[src/rtl/rgb_led_controller.sv]
// RGB PWM driver: debounced button mode FSM, brightness fade, period-aligned duty shadowing.
// Outputs are registered one cycle behind pwm_cnt; there is no backpressure, and duty inputs are sampled once per period.
module rgb_led_controller #(
  parameter int PWM_BITS         = 10,
  parameter int DEBOUNCE_CYCLES  = 120000,
  parameter int FADE_STEP_CYCLES = 11719
) (
  input  logic                clk,
  input  logic                rst,
  input  logic                btn,
  input  logic [PWM_BITS-1:0] duty_red,
  input  logic [PWM_BITS-1:0] duty_green,
  input  logic [PWM_BITS-1:0] duty_blue,
  output logic                led_red,
  output logic                led_green,
  output logic                led_blue,
  output logic [2:0]          mode,
  output logic                period_start,
  output logic [PWM_BITS:0]   level
);

  localparam logic [2:0] ST_OFF      = 3'd0;
  localparam logic [2:0] ST_FADE_IN  = 3'd1;
  localparam logic [2:0] ST_ON       = 3'd2;
  localparam logic [2:0] ST_HOLD     = 3'd3;
  localparam logic [2:0] ST_FADE_OUT = 3'd4;

  localparam int DB_W = $clog2(DEBOUNCE_CYCLES);
  localparam int FT_W = (FADE_STEP_CYCLES > 1) ? $clog2(FADE_STEP_CYCLES) : 1;

  localparam logic [DB_W-1:0]     DB_LAST  = DB_W'(DEBOUNCE_CYCLES - 1);
  localparam logic [FT_W-1:0]     FT_LAST  = FT_W'(FADE_STEP_CYCLES - 1);
  localparam logic [PWM_BITS-1:0] CNT_LAST = '1;
  localparam logic [PWM_BITS:0]   LVL_MAX  = {1'b1, {PWM_BITS{1'b0}}};
  localparam logic [PWM_BITS:0]   LVL_TOP  = {1'b0, {PWM_BITS{1'b1}}};
  localparam logic [PWM_BITS:0]   LVL_ONE  = {{PWM_BITS{1'b0}}, 1'b1};

  logic                sync_q, sync_d;
  logic                btn_s_q, btn_s_d;
  logic                btn_d_q, btn_d_d;
  logic [DB_W-1:0]     db_cnt_q, db_cnt_d;
  logic                press_q, press_d;
  logic [PWM_BITS-1:0] pwm_cnt_q, pwm_cnt_d;
  logic [PWM_BITS-1:0] raw_red_q, raw_red_d;
  logic [PWM_BITS-1:0] raw_green_q, raw_green_d;
  logic [PWM_BITS-1:0] raw_blue_q, raw_blue_d;
  logic [PWM_BITS-1:0] eff_red_q, eff_red_d;
  logic [PWM_BITS-1:0] eff_green_q, eff_green_d;
  logic [PWM_BITS-1:0] eff_blue_q, eff_blue_d;
  logic                led_red_q, led_red_d;
  logic                led_green_q, led_green_d;
  logic                led_blue_q, led_blue_d;
  logic [2:0]          state_q, state_d;
  logic [PWM_BITS:0]   level_q, level_d;
  logic [FT_W-1:0]     fade_cnt_q, fade_cnt_d;
  logic                fade_step;

  function automatic logic [PWM_BITS-1:0] scale(input logic [PWM_BITS-1:0] raw,
                                                input logic [PWM_BITS:0]   lvl);
    logic [2*PWM_BITS:0] prod;
    prod = {{(PWM_BITS+1){1'b0}}, raw} * {{PWM_BITS{1'b0}}, lvl};
    return PWM_BITS'(prod >> PWM_BITS);
  endfunction

  // Button: synchronize, debounce, then pulse on the accepted rising level.
  always_comb begin
    sync_d   = btn;
    btn_s_d  = sync_q;
    btn_d_d  = btn_d_q;
    db_cnt_d = '0;
    press_d  = 1'b0;
    if (btn_s_q != btn_d_q) begin
      if (db_cnt_q == DB_LAST) begin
        btn_d_d = btn_s_q;
        press_d = btn_s_q;
      end else begin
        db_cnt_d = db_cnt_q + 1'b1;
      end
    end
  end

  // Mode FSM; a press in the same cycle as a fade step wins and the step is dropped.
  always_comb begin
    state_d    = state_q;
    level_d    = level_q;
    fade_cnt_d = '0;
    fade_step  = (fade_cnt_q == FT_LAST);
    case (state_q)
      ST_OFF: begin
        if (press_q) state_d = ST_FADE_IN;
      end
      ST_FADE_IN: begin
        if (press_q) begin
          state_d = ST_FADE_OUT;
        end else if (fade_step) begin
          if (level_q >= LVL_TOP) begin
            level_d = LVL_MAX;
            state_d = ST_ON;
          end else begin
            level_d = level_q + 1'b1;
          end
        end else begin
          fade_cnt_d = fade_cnt_q + 1'b1;
        end
      end
      ST_ON: begin
        if (press_q) state_d = ST_HOLD;
      end
      ST_HOLD: begin
        if (press_q) state_d = ST_FADE_OUT;
      end
      ST_FADE_OUT: begin
        if (press_q) begin
          state_d = ST_FADE_IN;
        end else if (fade_step) begin
          if (level_q <= LVL_ONE) begin
            level_d = '0;
            state_d = ST_OFF;
          end else begin
            level_d = level_q - 1'b1;
          end
        end else begin
          fade_cnt_d = fade_cnt_q + 1'b1;
        end
      end
      default: begin
        state_d = ST_OFF;
        level_d = '0;
      end
    endcase
  end

  // Shadow registers update only on the last count so a period never mixes old and new duty.
  always_comb begin
    pwm_cnt_d   = pwm_cnt_q + 1'b1;
    raw_red_d   = raw_red_q;
    raw_green_d = raw_green_q;
    raw_blue_d  = raw_blue_q;
    eff_red_d   = eff_red_q;
    eff_green_d = eff_green_q;
    eff_blue_d  = eff_blue_q;
    if (pwm_cnt_q == CNT_LAST) begin
      if (state_q != ST_HOLD) begin
        raw_red_d   = duty_red;
        raw_green_d = duty_green;
        raw_blue_d  = duty_blue;
      end
      eff_red_d   = scale(raw_red_d, level_d);
      eff_green_d = scale(raw_green_d, level_d);
      eff_blue_d  = scale(raw_blue_d, level_d);
    end
    led_red_d   = (pwm_cnt_q < eff_red_q);
    led_green_d = (pwm_cnt_q < eff_green_q);
    led_blue_d  = (pwm_cnt_q < eff_blue_q);
  end

  always_ff @(posedge clk) begin
    if (rst) begin
      sync_q      <= 1'b0;
      btn_s_q     <= 1'b0;
      btn_d_q     <= 1'b0;
      db_cnt_q    <= '0;
      press_q     <= 1'b0;
      pwm_cnt_q   <= '0;
      raw_red_q   <= '0;
      raw_green_q <= '0;
      raw_blue_q  <= '0;
      eff_red_q   <= '0;
      eff_green_q <= '0;
      eff_blue_q  <= '0;
      led_red_q   <= 1'b0;
      led_green_q <= 1'b0;
      led_blue_q  <= 1'b0;
      state_q     <= ST_OFF;
      level_q     <= '0;
      fade_cnt_q  <= '0;
    end else begin
      sync_q      <= sync_d;
      btn_s_q     <= btn_s_d;
      btn_d_q     <= btn_d_d;
      db_cnt_q    <= db_cnt_d;
      press_q     <= press_d;
      pwm_cnt_q   <= pwm_cnt_d;
      raw_red_q   <= raw_red_d;
      raw_green_q <= raw_green_d;
      raw_blue_q  <= raw_blue_d;
      eff_red_q   <= eff_red_d;
      eff_green_q <= eff_green_d;
      eff_blue_q  <= eff_blue_d;
      led_red_q   <= led_red_d;
      led_green_q <= led_green_d;
      led_blue_q  <= led_blue_d;
      state_q     <= state_d;
      level_q     <= level_d;
      fade_cnt_q  <= fade_cnt_d;
    end
  end

  assign led_red      = led_red_q;
  assign led_green    = led_green_q;
  assign led_blue     = led_blue_q;
  assign mode         = state_q;
  assign level        = level_q;
  assign period_start = (pwm_cnt_q == '0);

endmodule

[config.mk]
export PLATFORM = sky130hd
export DESIGN_NAME = rgb_led_controller
export DESIGN_NICKNAME = d
export VERILOG_FILES = /design/src/rtl/rgb_led_controller.sv
export SDC_FILE = /design/constraint.sdc
export NUM_CORES = 1
export LEC_CHECK = 0
export CORE_ASPECT_RATIO = 1.2
export CORE_UTILIZATION = 35
export CTS_CLUSTER_DIAMETER = 80
export DETAILED_ROUTE_END_ITERATION = 7
export GPL_ROUTABILITY_DRIVEN = 0
export GPL_TIMING_DRIVEN = 0
export PLACE_DENSITY = 0.49
export SLEW_MARGIN = 20
export SYNTH_ARGS = -nofsm -noshare
export SYNTH_HDL_FRONTEND = slang
export SYNTH_SLANG_ARGS = --single-unit
[constraint.sdc]
create_clock -name clk -period 8.4 [get_ports clk]
set_clock_uncertainty 0.1 [all_clocks]
set_input_delay 1.68 -clock clk [delete_from_list [all_inputs] [get_ports clk]]
set_output_delay 1.68 -clock clk [all_outputs]
set_load 0.02 [all_outputs]
==> qor.txt, run 1 <==
WL final -> 52400 um
cell area after layout -> 18300 um^2
cell repeated most along the worst path -> fa_1
Cell Area, Synth -> 16100 um^2
number of flip-flops in the largest register -> 17
final hold vios -> 0
worst hold-check path type -> reg2reg
Num CTS Buffers -> 17
vias in the first global route -> 13700
GRT Overall Usage -> 23.4%
slew margin rel. -> 33.7%
initial antenna violation count -> 0
Yosys reg bits -> 122
Overflow after GRT -> 0
top post-synthesis cells by area -> fa_1 (25%), dfxtp_1 (15%), ha_1 (15%), inv_1 (6.6%), nor2_1 (6.3%)
fin nets -> 2415
register area share after synthesis -> 15.2%
die width -> 198 um
Max VDD drop -> 0.164 mV
Ys Warns -> 0
die height -> 237 um
area leader, netlist -> fa_1
FMAX -> 123 MHz
worst path bufs/invs -> 4
number of enable flip-flop cells after synthesis -> 0
Setup Crit Path Kind -> reg2reg
n_diodes -> 0
crit path time final -> 8140 ps
DR vias -> 13500
switching power -> 415 uW
crit path capture type -> flip-flop
final worst setup slack -> 257 ps
CP Launch Type -> flip-flop
first-pass GRT wire length -> 81500 um
TritonCTS clock tree -> done
Detail Placement HPWL -> 42200 um
final setup TNS -> 0 ps
DR vias/cell -> 5.18
max-slew violation count -> 0
Max FO, Critical Path -> 10
Clock power frac -> 51.3%
area grow syn2layout -> 13.7%
Largest Register -> db_cnt_q
final setup violation count -> 0
Bufs on Longest Clock Path -> 2
Distinct cells, synth -> 78
post-synth top area share -> 25.4%
Tightest Pin Transition -> 968 ps
Mapped Nets -> 2335
CTS Sinks -> 122
Mean Syn Cell Area -> 8.43 um^2
internal cell power -> 1.02 mW
switching part of the total -> 29.0%
Flop pwr share -> 40.9%
routed length per instance -> 20.1 um
dpl ws -> -807 ps
H-tree depth -> 4
outcome -> finished clean
Initial DRC Count -> 860
Comb power frac -> 7.8%
core area -> 45100 um^2
Power Density -> 78.3 nW/um^2
IO Port Bufs -> 50
Clock Tree Root -> clkbuf_16
# IOs -> 51
Clk Latency, worst-skew pair -> 450 ps
Largest delay share family, worst path -> adder cells
Async SR Flop Fraction -> 0%
max cap viols -> 0
Worst EP arrival -> 8360 ps
clock-pin slew on the worst setup and hold paths -> 70 ps
worst endpoint required time -> 8620 ps
largest net degree at the start of global routing -> 17
Post-Syn Instances -> 1910
Main synth FF type -> dfxtp_1
Initial Util -> 35.7%
Area after DPL -> 17400 um^2
Critical Path Max Stage Delay -> 550 ps
fraction of layout cells with a size suffix above 1 -> 7.79%
slowest stage cell, crit path -> fa_1
Row Count -> 85
Final period util -> 96.9%
1st-pass router iterations -> 5
die area -> 46900 um^2
antenna-violating nets left -> 0
LEAKAGE -> 9.00 nW
drt drc -> 0
## kinds of logic after synthesis
| family | count (synthesis) | share of synthesized area (%) |
|---|---|---|
| AOI/OAI and AO/OA | 254 | 11.0 |
| xor gates and xnor gates | 68 | 3.70 |
| adders and majority gates | 392 | 40.0 |
| buffers and inverters | 357 | 8.36 |
| DFF | 122 | 15.2 |
| muxes | 57 | 3.74 |
| and+or+nand+nor | 660 | 18.0 |
## layout make-up
type	instances	area [um^2]
buffer	68	322
clock buffer	17	425
clock inverter	15	145
multi-input combinational	1431	12500
timing repair buffer	67	644
fill	4614	26800
inverter	283	1060
sequential	122	2450
tap	609	762
## final timing paths
check	startpoint	to	slack, ps	cells past startpoint
min reg2reg	btn_s_d$_SDFF_PP0_	btn_s_q$_SDFF_PP0_	350	1
min	btn_s_d$_SDFF_PP0_	btn_s_q$_SDFF_PP0_	350	1
max	level[0]$_SDFF_PP0_	eff_blue_q[6]$_SDFFE_PP0N_	260	25
max reg2reg	level[0]$_SDFF_PP0_	eff_blue_q[6]$_SDFFE_PP0N_	260	25
## metrics by stage
stage          utilization, %  power, mW  hold WS [ps]  std cells
3_5_place_dp             38.7      0.710           340       2573
3_3_place_gp             38.5      0.710           335       2569
2_1_floorplan               -      0.654           314       1910
4_1_cts                  40.3       1.45           360       2607
6_report                 40.6       1.43           353       2612
5_1_grt                  40.6       1.48           367       2612
## synthesized netlist by cell type, types with 3 or more instances
cell type  instances
a32oi_1            4
nand3_1           40
a32o_1             3
a22o_1             3
a211o_1            7
mux2i_1           32
nor4b_1            5
o22ai_1            9
nor3_1            16
nand2_1          229
a211oi_1          42
dfxtp_1          122
or3_1             11
xor2_1            38
and4_1             5
or2_2             15
nor2_1           270
nor4_1             9
nand2b_1          11
fa_1             204
nor2b_1            6
and2_1             4
o21ai_0           34
a21oi_1           47
mux2_1             3
and3_1            10
o31ai_1           11
nand4_1           10
xnor2_1           30
o21a_1             6
a21o_1            38
mux2_2            22
o21ba_2            3
clkbuf_1          64
a31oi_1           12
buf_1              7
inv_1            283
ha_1             188
o21bai_1           3
o211ai_1           3
o31a_1             5
## power groups by stage
| stage | combinational [mW] | sequential (mW) | clock [mW] |
|---|---|---|---|
| final | 0.112 | 0.585 | 0.735 |
| after global routing | 0.120 | 0.585 | 0.770 |
| after CTS | 0.112 | 0.585 | 0.754 |
| after detailed placement | 0.111 | 0.598 | 0 |
| after global placement | 0.111 | 0.598 | 0 |
| after floorplan | 0.0558 | 0.599 | 0 |
## layout by cell type (no fill, tap or decap), drive strengths merged, types with 12 or more instances in the layout
cell,instances
nor3,17
xnor2,30
xor2,38
nand3,40
dfxtp,122
nand2,229
buf,27
clkdlybuf4s50,50
a21oi,48
a211oi,43
a31oi,12
nor2,270
ha,188
mux2,25
inv,293
fa,204
o21ai,35
or2,15
a21o,38
clkbuf,73
o31ai,13
mux2i,32
## metal layers
layer,wire length [um],share of wire (%),global-route usage [%],vias to the layer above
li1,-,-,-,6394
met1,22600,43,30.9,6723
met2,25600,49,39.8,343
met3,2890,5.5,2.69,64
met4,1400,2.7,7.07,0
met5,0,0,0,-
## repair_timing
action / CTS / global route
hold buffers: 0 / 0
setup endpoints to repair: 25 / 12
gates resized for setup: 38 / 33
buffers inserted: 5 / 8
pin swaps: 4 / 4
No activity file was read; power rests on OpenSTA's default activity.
==> inputs of run 2 (changes only) <==
--- a/config.mk
+++ b/config.mk
@@ -5,6 +5,7 @@
 export SDC_FILE = /design/constraint.sdc
 export NUM_CORES = 1
 export LEC_CHECK = 0
+export CAP_MARGIN = 20
 export CORE_ASPECT_RATIO = 1.2
 export CORE_UTILIZATION = 35
 export CTS_CLUSTER_DIAMETER = 80
==> constraint.sdc (replaced) <==
create_clock -name clk -period 10.3 [get_ports clk]
set_clock_uncertainty 0.1 [all_clocks]
set_input_delay 2.06 -clock clk [delete_from_list [all_inputs] [get_ports clk]]
set_output_delay 2.06 -clock clk [all_outputs]
set_load 0.02 [all_outputs]
==> run 2 against run 1 <==
Combinational power fell by 18%. Die area did not move. Design area fell by 1.2%. Clock power fell by 8.8%. Cell count fell by 0.27%. Core utilization fell by 0.49 points. Clock-buffer cell count did not move. Non-clock buffer count fell by 7. Total power fell by 14%. Sequential share of layout area rose by 0.14 points. Via count rose by 0.15%.
==> qor.txt, run 2 (synthesis gave the netlist of run 1 again) <==
fraction of layout cells with a size suffix above 1 -> 5.01% (-2.8 points)
post-CTS setup buffers -> 0 (-5)
TritonCTS clock tree -> done
first-pass GRT wire length -> 81500 um (about the same)
max cap viols -> 0 (unchanged)
final hold vios -> 0 (unchanged)
number of flip-flops in the largest register -> 17 (unchanged)
die width -> 198 um (unchanged)
n_diodes -> 0 (unchanged)
Clk Latency, worst-skew pair -> 460 ps (about the same)
# IOs -> 51 (unchanged)
M3 GR Usage -> 3.56% (+0.87 points)
FF-to-FF path depth -> 26 (+4.0%)
Setup Crit Path Kind -> reg2reg
die height -> 237 um (unchanged)
die area -> 46900 um^2 (unchanged)
slowest stage cell, crit path -> a22oi_2
core area -> 45100 um^2 (unchanged)
commonest non-fill, non-tap cell in the layout -> inv_1
Final Util -> 40.1% (-0.49 points)
slew margin rel. -> 25.0% (-8.6 points)
Tightest Pin Transition -> 1090 ps (+126 ps)
Max FO, Critical Path -> 10 (unchanged)
Row Count -> 85 (unchanged)
RSZ-0062 raised after global routing -> no
DR vias -> 13500 (+0.15%)
final setup TNS -> 0 ps (unchanged)
multi-input logic area -> 12400 um^2 (-1.0%)
post-CTS resize count -> 0 (-100%)
GR peak layer -> met2
FMAX -> 106 MHz (-13%)
most frequent cells in the layout -> inv_1 (283), nor2_1 (270), nand2_1 (229), fa_1 (204), ha_1 (188)
WL final -> 52600 um (+0.20%)
antenna-violating nets left -> 0 (unchanged)
vias in the first global route -> 13800 (+0.52%)
DR vias/cell -> 5.20 (+0.42%)
CP Launch Type -> flip-flop
met1 GRT Util -> 30.3% (-0.51 points)
fin nets -> 2408 (-0.29%)
Power Density -> 68.5 nW/um^2 (-12%)
cts hold-fix bufs -> 0 (unchanged)
Worst EP arrival -> 9700 ps (+1340 ps)
LEAKAGE -> 8.84 nW (-1.7%)
1st-pass router iterations -> 5 (unchanged)
worst hold-check path type -> reg2reg
GRT Overall Usage -> 23.4% (+0.060 points)
initial antenna violation count -> 2 (+2)
Detail Placement HPWL -> 42200 um (about the same)
max-slew violation count -> 0 (unchanged)
H-tree depth -> 4 (unchanged)
crit path capture type -> flip-flop
crit path time final -> 9400 ps (+1250 ps)
Initial Util -> 35.7% (unchanged)
Largest Register -> db_cnt_q
Overflow after GRT -> 0 (unchanged)
Critical Path Max Stage Delay -> 880 ps (+330 ps)
Clock Tree Root -> clkbuf_16
final setup violation count -> 0 (unchanged)
area grow syn2layout -> 12.3%
Largest delay share family, worst path -> compound AO/OA/AOI/OAI gates
Final period util -> 91.2% (-5.7 points)
area taken by flip-flops and latches -> 2440 um^2 (-0.20%)
critical path depth in cells -> 26 (+4.0%)
CTS Sinks -> 122 (unchanged)
drt drc -> 0 (unchanged)
GR Util met2 -> 39.5% (-0.25 points)
Bufs on Longest Clock Path -> 2 (unchanged)
clock-pin slew on the worst setup and hold paths -> 70 ps (about the same)
Num CTS Buffers -> 17 (unchanged)
Max VDD drop -> 0.141 mV (-15%)
WHS Path Cells -> 2 (+1)
worst endpoint required time -> 10600 ps (+1980 ps)
largest net degree at the start of global routing -> 17 (unchanged)
routed length per instance -> 20.2 um (+0.47%)
Initial DRC Count -> 713 (-17%)
outcome -> finished clean
IO Port Bufs -> 50 (unchanged)
FILL cells -> 4680 (+1.4%)
worst path bufs/invs -> 6 (+2)
-- run 2: path summary, 6_finish.rpt --
path                                            startpoint                          to  slack [ps]
worst min-delay path            eff_blue_q[6]$_SDFFE_PP0N_  eff_blue_q[6]$_SDFFE_PP0N_         350
worst max register to register    fade_cnt_q[6]$_SDFF_PP0_   eff_red_q[7]$_SDFFE_PP0N_         900
worst max-delay path              fade_cnt_q[6]$_SDFF_PP0_   eff_red_q[7]$_SDFFE_PP0N_         900
worst min register to register  eff_blue_q[6]$_SDFFE_PP0N_  eff_blue_q[6]$_SDFFE_PP0N_         350
-- run 2: layer usage --
| metal | part of all wire, % | wire length [um] |
|---|---|---|
| met1 | 43 | 22800 |
| met2 | 49 | 25600 |
| met3 | 5.1 | 2680 |
| met4 | 2.8 | 1450 |
| met5 | 0 | 0 |
-- run 2: where the power goes --
part	switching [mW]	internal [mW]
clock network	0.280	0.390
registers	0.00293	0.474
logic	0.0561	0.0351
total	0.339	0.899
-- run 2: layout make-up --
| type | count | area share (%) |
|---|---|---|
| buffer | 74 | 1.57 |
| tap | 609 | 4.21 |
| clock inverter | 15 | 1.13 |
| sequential | 122 | 13.5 |
| clock buffer | 17 | 2.35 |
| inverter | 283 | 5.88 |
| multi-input combinational | 1431 | 68.4 |
| timing repair buffer | 54 | 2.96 |
-- run 2: per-stage QoR --
step	instances	total power [mW]	hold WS, ps	worst slack, ps	area [um^2]
6_report	2605	1.24	351	903	18100
5_1_grt	2605	1.27	367	478	18100
2_1_floorplan	1910	0.534	314	2880	16100
3_3_place_gp	2569	0.579	335	51.2	17400
3_5_place_dp	2573	0.579	336	1050	17400
4_1_cts	2605	1.25	355	984	18100
-- run 2: tightest hold or removal path: stages, from the launching register on --
cell	delay, ps
dfxtp_1	310
nand2_1	50
o21ai_1	50
==> inputs of run 3 (changes only) <==
==> constraint.sdc (replaced) <==
create_clock -name clk -period 10.3 [get_ports clk]
set_clock_uncertainty 0.1 [all_clocks]
set_input_delay 1.03 -clock clk [delete_from_list [all_inputs] [get_ports clk]]
set_output_delay 1.03 -clock clk [all_outputs]
set_load 0.02 [all_outputs]
==> results of run 3 <==
Same layout as run 2: the final DEF is identical, and so are final timing and power.
==> edit: new RTL, settings of run 1 <==
The output `led_green` loses its register stage (`led_green_q` becomes a continuous assignment).
--- a/src/rtl/rgb_led_controller.sv
+++ b/src/rtl/rgb_led_controller.sv
@@ -170,5 +170,4 @@
       eff_blue_q  <= '0;
       led_red_q   <= 1'b0;
-      led_green_q <= 1'b0;
       led_blue_q  <= 1'b0;
       state_q     <= ST_OFF;
@@ -189,5 +188,4 @@
       eff_blue_q  <= eff_blue_d;
       led_red_q   <= led_red_d;
-      led_green_q <= led_green_d;
       led_blue_q  <= led_blue_d;
       state_q     <= state_d;
@@ -196,4 +194,6 @@
     end
   end
+
+  assign led_green_q = led_green_d;
 
   assign led_red      = led_red_q;
Formal check against the unedited RTL: same outputs for any inputs over 10 cycles, from zero or initial values and one cycle with rst high; that may be too few to reach the edited logic, so the function may still have changed.
==> edit against run 1 <==
Synthesized area down 1.1%. First-iteration DRC count is 1.9% lower. Sequential cell count decreased by 1. Worst setup slack worse by 25 ps. Routed wire length shrank 5.2%. Non-clock buffer count is 11 lower. Clock power up 3.8%. Total power rose by 1.6%. Design area is 0.98% lower. Sequential share of layout area hardly changed. Largest cell class unchanged. Highest routed layer is now met5.
==> edit: results (changes against run 1) <==
- Reg2Reg Capture Point: eff_green_q[7]
- Number of antenna violations at the first check in global routing: 1 (+1)
- Clk_lat worst skew: 450 ps (about the same)
- Fill cells: 4612 (-0.043%)
- Biggest register: db_cnt_q
- Syn Nets: 2295 (-1.7%)
- Vias: 13200 (-2.1%)
- Yosys cell types: 70 (-10%)
- Tightest Pin Transition: 1170 ps (+199 ps)
- Register area share after synthesis: 15.2% (+0.050 points)
- HPWL after DPL: 39700 µm (-6.0%)
- Max IR drop VDD: 0.145 mV (-12%)
- Worst R2R Path Depth: 29 (+16%)
- Worst Setup SP: mode[1]
- R2r setup slk: 230 ps (-20 ps)
- Routed WL: 49700 µm (-5.2%)
- Synth top area cells: fa_1, dfxtp_1, ha_1, inv_1, nor2_1
- Clk slew on worst S/H paths: 60 ps
- IO buf count: 50 (unchanged)
- Post-Place Setup Slack: -1350 ps (-543 ps)
- Worst EP arrival: 8410 ps (+50 ps)
- Status: finished clean
- Total track usage: 22.0% (-1.4 points)
- Ratio of cells with drive above 1 in the final layout: 7.45% (-0.34 points)
- First-pass GRT wire length: 77100 µm (-5.4%)
- Nets: 2372 (-1.8%)
- Drt initial violations: 844 (-1.9%)
- Antenna diode count: 0 (unchanged)
- Top cells by count, synth: inv_1, nor2_1, nand2_1, fa_1, ha_1
- Leak Pwr: 8.78 nW (-2.4%)
- Root Buffer: clkbuf_16
-- edit: worst register-to-register path, delay by kind of cell, from the launching register on --
kind                       cells  cell delay [ps]
adders and majority gates      6             2880
AOI/OAI and AO/OA              9             2330
and+or+nand+nor                6             1350
buffers and inverters          8             1060
DFF                            1              310
-- edit: cells by family after synthesis --
family	count (synthesis)	share of synthesized area, %
simple gates	653	18.0
fa+ha+maj	392	40.4
buf+inv	344	8.18
compound gates	229	10.3
flops	121	15.2
xor+xnor	68	3.74
mux	63	4.18
-- edit: power breakdown --
group / internal (W) / total [W] / leakage [nW] / switching, W
registers: 0.000577 / 0.000581 / 0.977 / 0.00000443
logic: 0.0000443 / 0.000113 / 7.52 / 0.0000682
clock network: 0.000454 / 0.000763 / 0.286 / 0.000309
total: 0.00108 / 0.00146 / 8.78 / 0.000381
-- edit: metal layers --
metal	global-route usage, %	wire length (µm)	up-vias
met5	0	9	-
met4	6.20	1240	2
met3	3.58	2630	76
met2	37.0	24000	340
met1	29.0	21800	6572
li1	-	-	6250
-- edit: timing repair --
action,4_1_cts,5_1_grt
pin swaps,2,4
endpoints found under the setup margin,28,19
resized for setup,43,42
setup buffers,4,4
gates cloned,0,0
-- edit: how the worst max path moves through the flow --
stage | to | cells after the start | slack [ps]
CTS | eff_green_q[7] | 27 | 20
floorplan | eff_blue_q[9] | 30 | 740
global placement | eff_red_q[8] | 25 | -1430
global route | eff_green_q[7] | 28 | -20
detailed placement | eff_red_q[8] | 25 | -1350
finish | eff_green_q[7] | 29 | 230
-- edit: area by class of cell --
cell class / instances / area, µm² / share of cell area, %
repair buffers: 62 / 598 / 3.30
clock inverters: 12 / 141 / 0.780
multi-input cells: 1405 / 12400 / 68.4
plain buffers: 62 / 305 / 1.68
well taps: 609 / 762 / 4.20
clock buffers: 19 / 453 / 2.50
flip-flops and latches: 121 / 2420 / 13.4
inverters: 278 / 1040 / 5.76
-- edit: stage by stage --
| stage | total power, W | hold slack, ps | instances | instance area, µm² | util, % |
|---|---|---|---|---|---|
| 6_report | 0.00146 | 344 | 2568 | 18100 | 40.4 |
| 2_1_floorplan | 0.000650 | 314 | 1870 | 15900 | - |
| 3_3_place_gp | 0.000704 | 317 | 2529 | 17200 | 38.3 |
| 3_5_place_dp | 0.000704 | 331 | 2533 | 17300 | 38.4 |
| 4_1_cts | 0.00147 | 344 | 2568 | 18000 | 40.1 |
| 5_1_grt | 0.00150 | 364 | 2568 | 18100 | 40.4 |
